`config.mk`:
```
export PLATFORM = sky130hd
export DESIGN_NAME = ro_pair_counter
export DESIGN_NICKNAME = d
export VERILOG_FILES = /design/src/rtl/ro_puf_pkg.sv /design/src/rtl/ro_edge_sync.sv /design/src/rtl/ro_pair_counter.sv
export SDC_FILE = /design/constraint.sdc
export NUM_CORES = 1
export LEC_CHECK = 0
export ABC_CLOCK_PERIOD_IN_PS = 3300
export CAP_MARGIN = 10
export CORE_ASPECT_RATIO = 1.2
export CORE_MARGIN = 2
export CORE_UTILIZATION = 40
export CTS_BUF_LIST = sky130_fd_sc_hd__clkbuf_2 sky130_fd_sc_hd__clkbuf_4 sky130_fd_sc_hd__clkbuf_8
export DETAILED_ROUTE_END_ITERATION = 10
export RECOVER_POWER = 50
export SLEW_MARGIN = 20
export SYNTH_ARGS = -nofsm -noshare
export SYNTH_HDL_FRONTEND = slang
export SYNTH_SLANG_ARGS = --single-unit
```
`constraint.sdc`:
```
create_clock -name clk -period 3.3 [get_ports clk]
set_clock_uncertainty 0.1 [all_clocks]
set_input_delay 0.495 -clock clk [delete_from_list [all_inputs] [get_ports clk]]
set_output_delay 0.495 -clock clk [all_outputs]
set_load 0.005 [all_outputs]
```
`src/rtl/ro_puf_pkg.sv`:
```
// Shared types and helpers for the RO-PUF pair counter.
package ro_puf_pkg;

  // Default width of the per-oscillator edge counters.
  localparam int CNT_W_DEF = 16;

  // Measurement sequencer states.
  typedef enum logic [2:0] {
    ST_IDLE    = 3'd0,
    ST_SETTLE  = 3'd1,
    ST_MEASURE = 3'd2,
    ST_COMPARE = 3'd3,
    ST_DONE    = 3'd4
  } state_e;

  // Ceiling log2 for sizing counters from elaboration-time constants.
  function automatic int clog2(input int value);
    int r;
    r = 0;
    for (int v = value - 1; v > 0; v = v >> 1) begin
      r = r + 1;
    end
    return r;
  endfunction

endpackage

```
`src/rtl/ro_edge_sync.sv`:
```
// Synchronises one free-running oscillator into clk and flags sampled rising edges.
module ro_edge_sync #(
  parameter int SYNC_STAGES = 2
) (
  input  logic clk,
  input  logic rst_n,
  input  logic async_in,
  output logic edge_pulse
);

  logic [SYNC_STAGES-1:0] sync_q, sync_d;
  logic                   hist_q, hist_d;

  // Shift the raw input through the synchroniser; history holds the previous synced level.
  always_comb begin
    sync_d = {sync_q[SYNC_STAGES-2:0], async_in};
    hist_d = sync_q[SYNC_STAGES-1];
  end

  // Synchroniser and history flops, cleared on reset so no phantom edge survives.
  always_ff @(posedge clk or negedge rst_n) begin
    if (!rst_n) begin
      sync_q <= '0;
      hist_q <= 1'b0;
    end else begin
      sync_q <= sync_d;
      hist_q <= hist_d;
    end
  end

  // Both operands are flops, so the pulse is glitch-free.
  assign edge_pulse = sync_q[SYNC_STAGES-1] & ~hist_q;

endmodule

```
`src/rtl/ro_pair_counter.sv`:
```
// RO-PUF measurement stage: enables two ring oscillators, counts their sampled
// rising edges over a fixed window and compares the counts into one response bit.
// Optional margin flag (output 'reliable') is built when RO_MARGIN_CHECK_EN is defined.
module ro_pair_counter
  import ro_puf_pkg::*;
#(
  parameter int CNT_W       = CNT_W_DEF,
  parameter int WINDOW      = 1024,
  parameter int SETTLE      = 4,
  parameter int SYNC_STAGES = 2
`ifdef RO_MARGIN_CHECK_EN
  ,
  parameter int MARGIN      = 8
`endif
) (
  input  logic             clk,
  input  logic             rst_n,
  input  logic             start,
  input  logic             ro_a,
  input  logic             ro_b,
  output logic             ro_en,
  output logic             busy,
  output logic             done,
  output logic             response,
  output logic             tie,
  output logic [CNT_W-1:0] count_a,
  output logic [CNT_W-1:0] count_b
`ifdef RO_MARGIN_CHECK_EN
  ,
  output logic             reliable
`endif
);

  localparam int TMR_MAX = (WINDOW > SETTLE) ? WINDOW : SETTLE;
  localparam int TMR_W   = clog2(TMR_MAX) + 1;
  localparam logic [TMR_W-1:0] SETTLE_LAST = TMR_W'(SETTLE - 1);
  localparam logic [TMR_W-1:0] WINDOW_LAST = TMR_W'(WINDOW - 1);
  localparam logic [CNT_W-1:0] CNT_MAX     = {CNT_W{1'b1}};

  state_e           state_q, state_d;
  logic [TMR_W-1:0] tmr_q, tmr_d;
  logic [CNT_W-1:0] cnt_a_q, cnt_a_d;
  logic [CNT_W-1:0] cnt_b_q, cnt_b_d;
  logic             ro_en_q, ro_en_d;
  logic             busy_q, busy_d;
  logic             done_q, done_d;
  logic             response_q, response_d;
  logic             tie_q, tie_d;
  logic [CNT_W-1:0] count_a_q, count_a_d;
  logic [CNT_W-1:0] count_b_q, count_b_d;
  logic             edge_a_s, edge_b_s;

  ro_edge_sync #(.SYNC_STAGES(SYNC_STAGES)) u_sync_a (
    .clk        (clk),
    .rst_n      (rst_n),
    .async_in   (ro_a),
    .edge_pulse (edge_a_s)
  );

  ro_edge_sync #(.SYNC_STAGES(SYNC_STAGES)) u_sync_b (
    .clk        (clk),
    .rst_n      (rst_n),
    .async_in   (ro_b),
    .edge_pulse (edge_b_s)
  );

`ifdef RO_MARGIN_CHECK_EN
  localparam logic [CNT_W:0] MARGIN_V = (CNT_W+1)'(MARGIN);
  logic [CNT_W:0] diff_s;
  logic           reliable_q, reliable_d;

  // Absolute count difference, one bit wider than the counters so it cannot overflow.
  always_comb begin
    if (cnt_a_q >= cnt_b_q) begin
      diff_s = {1'b0, cnt_a_q} - {1'b0, cnt_b_q};
    end else begin
      diff_s = {1'b0, cnt_b_q} - {1'b0, cnt_a_q};
    end
  end

  assign reliable = reliable_q;
`endif

  // Sequencer next-state, phase timer, saturating counters and result capture.
  always_comb begin
    state_d    = state_q;
    tmr_d      = tmr_q;
    cnt_a_d    = cnt_a_q;
    cnt_b_d    = cnt_b_q;
    ro_en_d    = ro_en_q;
    busy_d     = busy_q;
    done_d     = 1'b0;
    response_d = response_q;
    tie_d      = tie_q;
    count_a_d  = count_a_q;
    count_b_d  = count_b_q;
`ifdef RO_MARGIN_CHECK_EN
    reliable_d = reliable_q;
`endif
    case (state_q)
      ST_IDLE: begin
        if (start) begin
          state_d    = ST_SETTLE;
          tmr_d      = '0;
          cnt_a_d    = '0;
          cnt_b_d    = '0;
          response_d = 1'b0;
          tie_d      = 1'b0;
          count_a_d  = '0;
          count_b_d  = '0;
`ifdef RO_MARGIN_CHECK_EN
          reliable_d = 1'b0;
`endif
          ro_en_d    = 1'b1;
          busy_d     = 1'b1;
        end else begin
          state_d = ST_IDLE;
        end
      end
      ST_SETTLE: begin
        // Edges seen here come from stale synchroniser contents and are dropped.
        if (tmr_q == SETTLE_LAST) begin
          state_d = ST_MEASURE;
          tmr_d   = '0;
        end else begin
          tmr_d = tmr_q + 1'b1;
        end
      end
      ST_MEASURE: begin
        if (edge_a_s && (cnt_a_q != CNT_MAX)) begin
          cnt_a_d = cnt_a_q + 1'b1;
        end else begin
          cnt_a_d = cnt_a_q;
        end
        if (edge_b_s && (cnt_b_q != CNT_MAX)) begin
          cnt_b_d = cnt_b_q + 1'b1;
        end else begin
          cnt_b_d = cnt_b_q;
        end
        if (tmr_q == WINDOW_LAST) begin
          state_d = ST_COMPARE;
          tmr_d   = '0;
          ro_en_d = 1'b0;
        end else begin
          tmr_d = tmr_q + 1'b1;
        end
      end
      ST_COMPARE: begin
        response_d = (cnt_a_q > cnt_b_q);
        tie_d      = (cnt_a_q == cnt_b_q);
        count_a_d  = cnt_a_q;
        count_b_d  = cnt_b_q;
`ifdef RO_MARGIN_CHECK_EN
        reliable_d = (diff_s >= MARGIN_V);
`endif
        done_d     = 1'b1;
        busy_d     = 1'b0;
        state_d    = ST_DONE;
      end
      ST_DONE: begin
        state_d = ST_IDLE;
      end
      default: begin
        state_d = ST_IDLE;
        ro_en_d = 1'b0;
        busy_d  = 1'b0;
      end
    endcase
  end

  // State, timer, counters and registered outputs.
  always_ff @(posedge clk or negedge rst_n) begin
    if (!rst_n) begin
      state_q    <= ST_IDLE;
      tmr_q      <= '0;
      cnt_a_q    <= '0;
      cnt_b_q    <= '0;
      ro_en_q    <= 1'b0;
      busy_q     <= 1'b0;
      done_q     <= 1'b0;
      response_q <= 1'b0;
      tie_q      <= 1'b0;
      count_a_q  <= '0;
      count_b_q  <= '0;
`ifdef RO_MARGIN_CHECK_EN
      reliable_q <= 1'b0;
`endif
    end else begin
      state_q    <= state_d;
      tmr_q      <= tmr_d;
      cnt_a_q    <= cnt_a_d;
      cnt_b_q    <= cnt_b_d;
      ro_en_q    <= ro_en_d;
      busy_q     <= busy_d;
      done_q     <= done_d;
      response_q <= response_d;
      tie_q      <= tie_d;
      count_a_q  <= count_a_d;
      count_b_q  <= count_b_d;
`ifdef RO_MARGIN_CHECK_EN
      reliable_q <= reliable_d;
`endif
    end
  end

  assign ro_en    = ro_en_q;
  assign busy     = busy_q;
  assign done     = done_q;
  assign response = response_q;
  assign tie      = tie_q;
  assign count_a  = count_a_q;
  assign count_b  = count_b_q;

endmodule
```
Word level (Yosys, flattened, before mapping)
Cells that the tools add are included.
- bits in registers: 89
- output and inout bits: 37
- input port bits: 5
- bitwise operators: 6
- equality and inequality tests: 14
- $add $sub $neg: 3
- reductions and logical operators: 15
- magnitude comparators: 1
- multiplexer cells: 23
- operators with widths (operator ; count):
    16-bit case mux with 2 select lines ; 4
    16-bit two-way mux ; 3
    11-bit two-way mux ; 3
    11-bit case mux with 3 select lines ; 1
    16-bit by 1-bit adder with 16-bit output (second input constant) ; 2
    16-bit inequality test (second input constant) ; 2
    16-bit == test ; 1
    16-bit > comparator ; 1
    3-bit case mux with 4 select lines ; 1
    11-bit by 1-bit adder with 11-bit output (second input constant) ; 1
    11-bit by 10-bit == test with 1-bit output (second input constant) ; 1
    11-bit by 2-bit == test with 1-bit output (second input constant) ; 1
    2-bit inequality test (second input constant) ; 5
    3-bit AND reduction ; 3
    2-bit AND reduction ; 4
    3-bit by 2-bit == test with 1-bit output (second input constant) ; 2
    3-bit two-way mux ; 2
    1-bit case mux with 2 select lines ; 3
    3-bit OR reduction ; 2
    1-bit two-way mux ; 5
    1-bit inverter ; 4
    2-bit nonzero test ; 2
    3-bit by 1-bit == test with 1-bit output (second input constant) ; 1
    3-bit == test (second input constant) ; 1
    other kinds (5) ; 7

Depth between registers and ports, before layout
Gate-level depths: netlist of the first run.
- word-level depth: 5
- gate-level depth with buffers: 8

Hierarchy
From an unflattened synthesis of the first run, not the netlist that was laid out.
- cells, all modules: 463
- area total of the unflattened synthesis: 4469.3 um^2
- by module, submodules not included (module ; sequential area each (um^2) ; cells an instance ; times used ; area each (um^2)):
    ro_pair_counter ; 2077.0 ; 455 ; 1 ; 4291.6
    ro_edge_sync ; 75.1 ; 4 ; 2 ; 88.8

Worst setup path after synthesis of the first run
OpenSTA, ideal clock, no wires.
- path kind: reg2reg
- start point: reg state_q[0]
- end point: reg cnt_a_q[9]
- cell stages (with the launch flop): 8
- slack: 1.430 ns
- arrival time: 1.694 ns
- buffers on the path: 2
- clock period less this slack: 1.870 ns
- cells stage by stage: dfrtp_1 buf_6 nor3b_4 nand3b_1 or2_0 buf_2 or3_1 o21ai_1
- word-level cells in the longest chain between the ends: 3
- ends and longest elaborated chain (item ; line ; text):
    start: declaration ; ro_pair_counter.sv:40 ; state_e state_q, state_d;
    start signal: assignment ; ro_pair_counter.sv:189 ; state_q <= state_d;
    3-bit by 2-bit == test with 1-bit output or 3-bit logical NOT (tied branches) ; ro_pair_counter.sv:100 ; case (state_q)
    2-bit inequality test (no line) or 2-bit nonzero test (tied branches) ; n/a ;
    3-bit AND reduction (no line) ; n/a ;
    end signal: assignment ; ro_pair_counter.sv:191 ; cnt_a_q <= cnt_a_d;
    end: declaration ; ro_pair_counter.sv:42 ; logic [CNT_W-1:0] cnt_a_q, cnt_a_d;
Several ways; a longest one is shown, not always the timed one.
A chain may end at the register's enable or synchronous reset.

==> impl_metrics.csv, run 1 <==
group,metric,value,unit
synthesis,ys_warn_count,0,
clock_network,cts_max_level,3,
sta,setup_viol,0,
detailed_routing,drt_iter0_drc,243,
synthesis,syn_nets,468,
sta,max_freq,0.414,GHz
final_layout,final_cell_mix,"dfrtp_1 (89), o21ai_0 (51), nand2_1 (40)",
clock_network,numCtsBuffers,9,
synthesis,yosysTopAreaCellShare,0.503,
synthesis,syn_inst,444,
floorplanning,die_h,119,um
sta,min_period,2.42,ns
placement,gp_congestion,0.902,
synthesis,ys_ff_latch,89,
floorplanning,start_util,0.405,
job,max-cap-violations,0,
clock_network,cts_tree,"done",
final_layout,diodes,0,
detailed_routing,routed_wl,10500,um
worst_setup_path,critPathMaxFanout,36,
sta,period_share,0.732,
clock_network,cts_setup_buffers,0,
synthesis,ys_types,50,
clock_network,path_clk_slew,0.08,ns
synthesis,async_flop_share,1.00,
global_routing,gr-total-overflow,0,
min_path,hold_start,"u_sync_b.sync_q[0]",
sta,maxSlewHeadroom,0.0473,
sta,worst_pin_slew,1.43,ns
sta,slew_viol_final,0,
worst_setup_path,required,3.44,ns
power_and_ir_drop,ir_worst_vdd,0.165,mV
clock_network,cts-root-buf,"clkbuf_8",
sta,rsz0062_at_grt,"no",
synthesis,synth_top_cell_by_area,"dfrtp_1",
final_layout,nets,506,
detailed_routing,vias_per_cell,5.81,
sta,hold_viol_final,0,
min_path,hold_path_class,"flip-flop to flip-flop",
clock_network,ctsResizeCount,0,
global_routing,grt_usage,0.188,
synthesis,synthTopCellsByArea,"dfrtp_1 (50%), a22o_1 (6.7%), o21ai_0 (5.8%), ha_1 (5.4%), nand2_1 (3.4%)",
synthesis,netlist_area,4430,um^2
floorplanning,core,10900,um^2
global_routing,antenna_found_initial,0,
final_layout,nFillCells,1046,
global_routing,grt_max_degree,37,
detailed_routing,ant_nets,0,
worst_setup_path,rr_startpoint,"state_q[1]",
detailed_routing,wl_per_cell,17.0,um
clock_network,clkSinkCount,89,
power_and_ir_drop,power.leakage,2.33,nW
min_path,hold_path_end,"u_sync_b.sync_q[1]",
worst_setup_path,r2r_slack,0.92,ns
placement,io_buffers,41,
worst_setup_path,startpoint_type,"input port",
sta,tns,0,ns
min_path,hold_depth,0,
worst_setup_path,worstSetupPathType,"input port to async pin",
floorplanning,die_w,100,um
worst_setup_path,worstPathArrival,2.55,ns
detailed_routing,drc,0,
synthesis,yosysSeqAreaShare,0.503,
placement,dp_hpwl,7330,um
synthesis,ys.flop_type,"dfrtp_1",
synthesis,synth-edff-count,0,
clock_network,cts_hold_buf,1,
clock_network,clockBufferDepth,2,
worst_setup_path,timing.rr.end,"cnt_a_q[14]",
power_and_ir_drop,power.density,363,nW/um^2
synthesis,postSynthAreaPerCell,9.97,um^2
final_layout,layout_commonest_cell,"dfrtp_1",
worst_setup_path,endpoint_kind,"async pin",
worst_setup_path,reg2reg_depth,5,
placement,place_inst,602,
floorplanning,die_area,11900,um^2
floorplanning,rows,42,
global_routing,grt_pass1_vias,3422,
final_layout,drive_above_1_share,0.0617,
final_layout,area_delta_synth_final,16.1,%
floorplanning,num_io_pins,42,
clock_network,clk_latency,0.36,ns
final_layout,fin_cells,618,
detailed_routing,vias,3588,
detailed_routing,dr.pass1.iters,5,
global_routing,grt_pass1_wl,17800,um
outcome,outcome,"complete, no violations",
-- area by class of cell --
| class | instances | area [um^2] | share of cell area |
|---|---|---|---|
| timing repair buffer | 48 | 455 | 0.0886 |
| sequential | 89 | 2230 | 0.433 |
| tap | 132 | 165 | 0.0321 |
| multi-input combinational | 314 | 2030 | 0.395 |
| clock buffer | 11 | 139 | 0.0270 |
| clock inverter | 4 | 45.0 | 0.00877 |
| inverter | 20 | 75.1 | 0.0146 |
-- critical path: stages --
cell and delay (ns):
dlygate4sd3_1 0.52, buf_4 0.41, clkbuf_1 1.09
-- state kept, by name, indices dropped and copies added (netlist names) --
| name | cells |
|---|---|
| cnt_a_q | 16 |
| u_sync_b.sync_q | 2 |
| done | 1 |
| response | 1 |
| count_b | 16 |
| u_sync_a.hist_q | 1 |
| ro_en | 1 |
| busy | 1 |
| tmr_q | 11 |
| u_sync_a.sync_q | 2 |
| tie | 1 |
| u_sync_b.hist_q | 1 |
| state_q | 3 |
| cnt_b_q | 16 |
| count_a | 16 |
-- metrics by stage --
step           hold slack (ns)   util  cell area [um^2]  power (W)  worst slack, ns
2_1_floorplan           0.0994      -              4430    0.00112             1.43
3_3_place_gp             0.233  0.453              4950    0.00115            0.924
3_5_place_dp             0.236  0.453              4950    0.00115            0.884
4_1_cts                  0.256  0.471              5150    0.00189            0.908
5_1_grt                  0.264  0.470              5140    0.00194            0.480
6_report                 0.256  0.470              5140    0.00186            0.884
-- power by group --
| group | internal (W) | switching [W] |
|---|---|---|
| Sequential | 0.00109 | 0.00000245 |
| Combinational | 0.00000679 | 0.0000238 |
| Clock | 0.000360 | 0.000377 |
| Total | 0.00146 | 0.000403 |
-- metal layers --
| metal | up-vias | GRT usage | share of wire | wire length (um) |
|---|---|---|---|---|
| met4 | 0 | 0.0591 | 0.013 | 140 |
| met2 | 86 | 0.292 | 0.48 | 5050 |
| met3 | 11 | 0.0364 | 0.037 | 386 |
| li1 | 1725 | - | - | - |
| met5 | - | 0 | 0 | 0 |
| met1 | 1766 | 0.265 | 0.47 | 4930 |
-- cells by family (layout without fill, tap and decap cells) --
| kind of cell | Yosys count | count (layout) | synth area share |
|---|---|---|---|
| adders and majority gates | 19 | 19 | 0.0537 |
| muxes | 4 | 4 | 0.00905 |
| and+or+nand+nor | 136 | 136 | 0.163 |
| xor gates and xnor gates | 3 | 3 | 0.00594 |
| buffers and inverters | 41 | 83 | 0.0390 |
| AOI/OAI and AO/OA | 152 | 152 | 0.226 |
| DFF | 89 | 89 | 0.503 |
-- worst max path at each step --
stage | startpoint | endpoint | cells past startpoint
after floorplan | state_q[0] | cnt_a_q[9] | 7
after global placement | start | cnt_a_q[13] | 6
after detailed placement | start | cnt_a_q[7] | 6
after CTS | state_q[1] | cnt_a_q[14] | 5
after global routing | rst_n | cnt_b_q[5] | 3
final | rst_n | cnt_b_q[4] | 3
-- cell usage after synthesis, types with 2 or more instances --
| cell type | n |
|---|---|
| a21o_1 | 6 |
| a21oi_1 | 20 |
| a22o_1 | 34 |
| a31o_2 | 2 |
| a31oi_1 | 9 |
| and3_1 | 9 |
| and4_1 | 3 |
| buf_2 | 9 |
| clkbuf_1 | 11 |
| dfrtp_1 | 89 |
| ha_1 | 19 |
| inv_1 | 20 |
| mux2i_1 | 4 |
| nand2_1 | 40 |
| nand2b_1 | 4 |
| nand3_1 | 8 |
| nand4_1 | 14 |
| nor2_1 | 24 |
| nor2b_1 | 3 |
| nor3_1 | 6 |
| nor3b_1 | 4 |
| nor4_1 | 6 |
| o21a_1 | 6 |
| o21ai_0 | 51 |
| o21ai_1 | 3 |
| o22ai_1 | 2 |
| o31ai_1 | 9 |
| o41ai_1 | 2 |
| or3_1 | 4 |
| xnor2_1 | 3 |
Power figures use the tool's default switching activity.
==> run 2, diff against run 1 <==
--- a/config.mk
+++ b/config.mk
@@ -5,7 +5,7 @@
 export SDC_FILE = /design/constraint.sdc
 export NUM_CORES = 1
 export LEC_CHECK = 0
-export ABC_CLOCK_PERIOD_IN_PS = 3300
+export ABC_CLOCK_PERIOD_IN_PS = 2400
 export CAP_MARGIN = 10
 export CORE_ASPECT_RATIO = 1.2
 export CORE_MARGIN = 2
==> constraint.sdc (replaced) <==
create_clock -name clk -period 2.4 [get_ports clk]
set_clock_uncertainty 0.1 [all_clocks]
set_input_delay 0.36 -clock clk [delete_from_list [all_inputs] [get_ports clk]]
set_output_delay 0.36 -clock clk [all_outputs]
set_load 0.005 [all_outputs]
==> run 2 against run 1 <==
Net effect: combinational power is 37% higher; sequential share of layout area down 1.3 points; clock-buffer cell count up 2; register-to-register slack got worse by 0.70 ns; sequential power grew 37%; power increased by 36%; largest cell class unchanged; highest routed layer unchanged.
==> impl_metrics.csv, run 2 (same netlist as run 1, synthesis figures left out) <==
group,metric,value,unit
detailed_routing,dr.pass1.iters,5,
worst_setup_path,worstPathArrival,2.34,ns
floorplanning,start_util,0.405,
placement,io_buffers,41,
global_routing,grt.busiest_layer,"met2",
clock_network,clk_latency,0.36,ns
clock_network,path_clk_slew,0.08,ns
global_routing,antenna_found_initial,0,
outcome,outcome,"complete, no violations",
detailed_routing,drt_iter0_drc,208,
final_layout,nets,526,
final_layout,final_cell_mix,"dfrtp_1 (89), o21ai_0 (51), nand2_1 (40)",
clock_network,clkSinkCount,89,
floorplanning,die_w,100,um
final_layout,area_delta_synth_final,19.5,%
min_path,hold_path_class,"flip-flop to flip-flop",
sta,slew_viol_final,0,
detailed_routing,vias,3708,
global_routing,gr-total-overflow,0,
final_layout,diodes,0,
floorplanning,die_h,119,um
worst_setup_path,critPathMaxFanout,10,
final_layout,nFillCells,1049,
power_and_ir_drop,power.leakage,2.41,nW
sta,tns,0,ns
global_routing,grt_usage,0.192,
floorplanning,die_area,11900,um^2
worst_setup_path,startpoint_type,"flip-flop",
clock_network,cts_setup_buffers,0,
floorplanning,core,10900,um^2
placement,gp_congestion,0.881,
worst_setup_path,required,2.56,ns
global_routing,grt_max_degree,44,
sta,worst_pin_slew,0.746,ns
worst_setup_path,worstSetupPathType,"flip-flop to flip-flop",
sta,maxSlewHeadroom,0.503,
global_routing,grt_util_met3,0.0364,
global_routing,grt_pass1_wl,18100,um
clock_network,cts_tree,"done",
global_routing,met2_usage,0.321,
detailed_routing,ant_nets,0,
sta,hold_viol_final,0,
clock_network,numCtsBuffers,9,
final_layout,drive_above_1_share,0.101,
sta,worst_slack,0.223,ns
floorplanning,num_io_pins,42,
final_layout,layout_commonest_cell,"dfrtp_1",
sta,rsz0062_at_grt,"no",
global_routing,grt_use_met1,0.255,
detailed_routing,wl_per_cell,17.2,um
sta,period_share,0.907,
worst_setup_path,endpoint_kind,"flip-flop",
global_routing,grt_pass1_vias,3630,
detailed_routing,drc,0,
detailed_routing,routed_wl,11000,um
sta,max_freq,0.459,GHz
sta,setup_viol,0,
power_and_ir_drop,power.density,480,nW/um^2
clock_network,cts_max_level,3,
sta,min_period,2.18,ns
job,max-cap-violations,0,
clock_network,clockBufferDepth,2,
detailed_routing,vias_per_cell,5.81,
placement,dp_hpwl,7760,um
placement,dp_slack,0.102,ns
floorplanning,rows,42,
power_and_ir_drop,ir_worst_vdd,0.343,mV
clock_network,cts-root-buf,"clkbuf_8",
-- run 2: metrics by stage --
step / cells / power, W / utilization / hold WS, ns / instance area, um^2
3_3_place_gp: 622 / 0.00158 / 0.468 / 0.216 / 5110
2_1_floorplan: 444 / 0.00154 / - / -0.0356 / 4430
6_report: 638 / 0.00254 / 0.484 / 0.257 / 5290
3_5_place_dp: 622 / 0.00159 / 0.468 / 0.218 / 5110
4_1_cts: 638 / 0.00257 / 0.486 / 0.256 / 5310
5_1_grt: 638 / 0.00263 / 0.484 / 0.261 / 5290
-- run 2: path summary, 6_finish.rpt --
kind	startpoint	endpoint	slack (ns)	cells after the start
max	state_q[0]	cnt_a_q[14]	0.22	5
min	u_sync_b.sync_q[0]	u_sync_b.sync_q[1]	0.26	0
max reg2reg	state_q[0]	cnt_a_q[14]	0.22	5
min reg2reg	u_sync_b.sync_q[0]	u_sync_b.sync_q[1]	0.26	0
max in group asynchronous	rst_n	count_b[5]	0.56	3
min in group asynchronous	rst_n	cnt_a_q[4]	0.50	2
-- run 2: power by group --
| part | leakage (nW) | total (W) | internal (W) | switching (W) |
|---|---|---|---|---|
| clock network | 0.0949 | 0.000990 | 0.000467 | 0.000523 |
| registers | 1.01 | 0.00151 | 0.00150 | 0.00000337 |
| logic | 1.30 | 0.0000419 | 0.00000920 | 0.0000327 |
-- run 2: final cells by class --
cell class | instances | area [um^2] | area share
repair buffers | 68 | 601 | 0.114
well taps | 132 | 165 | 0.0312
clock inverters | 2 | 12.5 | 0.00236
inverters | 20 | 75.1 | 0.0142
multi-input cells | 314 | 2040 | 0.385
flip-flops and latches | 89 | 2230 | 0.421
clock buffers | 13 | 173 | 0.0326
-- run 2: timing repair --
action	in CTS	in global routing
setup endpoints to repair	0	2
hold buffers	1	0
hold endpoints to repair	27	0
gates resized for setup	0	1
-- run 2: metal layers --
metal  vias up  routed length [um]
met5         -                   0
met4         0                 124
met3        10                 459
met2        95                5480
met1      1833                4920
li1       1770                   -
-- run 2: critical path: stages (launching register included) --
cell      delay (ns)
dfrtp_1         0.52
nor3b_4         0.32
nand3b_1        0.15
nor2_1          0.54
nand2_1         0.20
o31ai_1         0.25
==> run 3, diff against run 2 <==
--- a/config.mk
+++ b/config.mk
@@ -10,7 +10,7 @@
 export CORE_ASPECT_RATIO = 1.2
 export CORE_MARGIN = 2
 export CORE_UTILIZATION = 40
-export CTS_BUF_LIST = sky130_fd_sc_hd__clkbuf_2 sky130_fd_sc_hd__clkbuf_4 sky130_fd_sc_hd__clkbuf_8
+export CTS_BUF_LIST = sky130_fd_sc_hd__clkbuf_2
 export DETAILED_ROUTE_END_ITERATION = 10
 export RECOVER_POWER = 50
 export SLEW_MARGIN = 20
==> run 3 against run 2 <==
Net effect: routed wire length decreased by 0.69%; clock-buffer cell count decreased by 3; the flow now finishes with violations (capacitance limit, slew limit); non-clock buffer count unchanged.
==> impl_metrics.csv, run 3 (same netlist as run 1, synthesis figures left out) <==
group,metric,value,unit
outcome,outcome,"finished, violations left",
outcome,violations,"capacitance limit, slew limit",
final_layout,layout_commonest_cell,"dfrtp_1",
worst_setup_path,critPathMaxFanout,33,
clock_network,cts_tree,"done",
clock_network,cts_setup_buffers,0,
detailed_routing,drc,0,
global_routing,grt_max_degree,44,
clock_network,cts_max_level,3,
power_and_ir_drop,pwr-share-seq,0.698,
power_and_ir_drop,p_comb_frac,0.021,
floorplanning,die_h,119,um
worst_setup_path,setup.worst_path.end,"count_a[6]",
worst_setup_path,worstSetupPathType,"flip-flop to flip-flop",
detailed_routing,wl_per_cell,17.1,um
power_and_ir_drop,ir_worst_vdd,0.205,mV
power_and_ir_drop,power_frac_clock,0.281,
worst_setup_path,worstPathArrival,2.52,ns
final_layout,nFillCells,1061,
sta,rsz0062_at_grt,"no",
min_path,hold_path_class,"input port to flip-flop",
power_and_ir_drop,intPower,0.00164,W
power_and_ir_drop,power.leakage,2.35,nW
worst_setup_path,cp_cell_sequence,"nand2b_1, nor3_1, nor2_2, clkbuf_2, a22o_1",
global_routing,grt_pass1_vias,3614,
sta,hold_ws,0.257,ns
detailed_routing,ant_nets,0,
placement,io_buffers,41,
global_routing,grt_usage,0.191,
global_routing,gr-total-overflow,0,
detailed_routing,vias,3654,
floorplanning,core,10900,um^2
floorplanning,rows,42,
placement,dp_hpwl,7760,um
detailed_routing,vias_per_cell,5.73,
power_and_ir_drop,switchingPower,0.000522,W
clock_network,path_clk_slew,0.22,ns
final_layout,area_delta_synth_final,17.3,%
power_and_ir_drop,p_sw_frac,0.241,
detailed_routing,dr.pass1.iters,4,
final_layout,regArea,2230,um^2
worst_setup_path,r2r_slack,0.21,ns
sta,setup_viol,0,
sta,tns,0,ns
sta,worst_pin_slew,1.68,ns
clock_network,clkSinkCount,89,
worst_setup_path,slowest_delay,0.57,ns
detailed_routing,drt_iter0_drc,206,
job,max-cap-violations,1,
clock_network,clk_latency,0.54,ns
sta,max_freq,0.456,GHz
sta,slew_viol_final,29,
clock_network,cts-root-buf,"clkbuf_2",
sta,maxSlewHeadroom,-0.122,
final_layout,final_cell_mix,"dfrtp_1 (89), o21ai_0 (51), nand2_1 (40)",
worst_setup_path,slowest_stage,"dfrtp_1",
floorplanning,die_w,100,um
worst_setup_path,reg2reg_depth,5,
worst_setup_path,endpoint_kind,"flip-flop",
global_routing,grt_pass1_wl,18000,um
final_layout,drive_above_1_share,0.0929,
final_layout,nets,526,
worst_setup_path,crit_start,"state_q[2]",
worst_setup_path,required,2.72,ns
clock_network,numCtsBuffers,9,
floorplanning,num_io_pins,42,
worst_setup_path,startpoint_type,"flip-flop",
final_layout,diodes,0,
power_and_ir_drop,power.density,417,nW/um^2
clock_network,clockBufferDepth,2,
sta,hold_viol_final,0,
worst_setup_path,timing.rr.end,"count_a[6]",
floorplanning,start_util,0.405,
placement,gp_congestion,0.881,
worst_setup_path,rr_startpoint,"state_q[2]",
final_layout,multi_input_area,2040,um^2
sta,min_period,2.19,ns
floorplanning,die_area,11900,um^2
detailed_routing,routed_wl,10900,um
global_routing,antenna_found_initial,0,
sta,period_share,0.913,
==> run 3: worst min-delay path by stage <==
stage / startpoint / slack, ns / depth (start not counted) / endpoint
after floorplan: rst_n / -0.04 / 0 / busy
after global placement: rst_n / 0.22 / 1 / count_a[1]
after detailed placement: rst_n / 0.22 / 1 / count_a[1]
after CTS: ro_a / 0.08 / 1 / u_sync_a.sync_q[0]
after global routing: ro_a / 0.22 / 1 / u_sync_a.sync_q[0]
final: ro_a / 0.26 / 1 / u_sync_a.sync_q[0]
==> run 3: per-layer routing <==
layer | GRT usage | wire (um) | share of wire
met1 | 0.256 | 4980 | 0.46
met2 | 0.319 | 5420 | 0.50
met3 | 0.0370 | 424 | 0.039
met4 | 0.0488 | 84 | 0.0077
met5 | 0 | 0 | 0
==> run 3: layout make-up <==
class                           instances  share of cell area
Clock buffer                           10             0.00964
Clock inverter                          5             0.00458
Inverter                               20              0.0145
Multi-Input combinational cell        314               0.393
Sequential cell                        89               0.429
Tap cell                              132              0.0318
Timing Repair Buffer                   68               0.118
==> run 3: what timing repair did <==
item | 4_1_cts | 5_1_grt
endpoints found under the setup margin | 0 | 3
hold buffers | 1 | 0
gates resized for setup | 0 | 1
hold endpoints to repair | 81 | 0
==> run 3: per-stage QoR <==
step / instance area (um^2) / util / setup WS [ns] / instances / total power, W
CTS: 5200 / 0.476 / 0.201 / 638 / 0.00220
detailed placement: 5110 / 0.468 / 0.102 / 622 / 0.00159
global route: 5190 / 0.475 / 0.000162 / 638 / 0.00226
global placement: 5110 / 0.468 / 0.156 / 622 / 0.00158
floorplan: 4430 / - / 0.530 / 444 / 0.00154
finish: 5190 / 0.475 / 0.209 / 638 / 0.00217
==> run 3: critical path: cells and delay by family (launching register included) <==
kind                   cells  cell delay (ns)
flip-flops                 1             0.57
AO/OA/AOI/OAI              1             0.35
AND/OR/NAND/NOR            3             0.58
buffers and inverters      1             0.48
==> run 3: power groups by stage <==
stage          Clock [W]  Sequential [W]  Combinational (W)
2_1_floorplan          0         0.00154         0.00000420
5_1_grt         0.000691         0.00151          0.0000535
6_report        0.000609         0.00151          0.0000449
4_1_cts         0.000638         0.00151          0.0000496
3_3_place_gp           0         0.00154          0.0000478
3_5_place_dp           0         0.00154          0.0000483
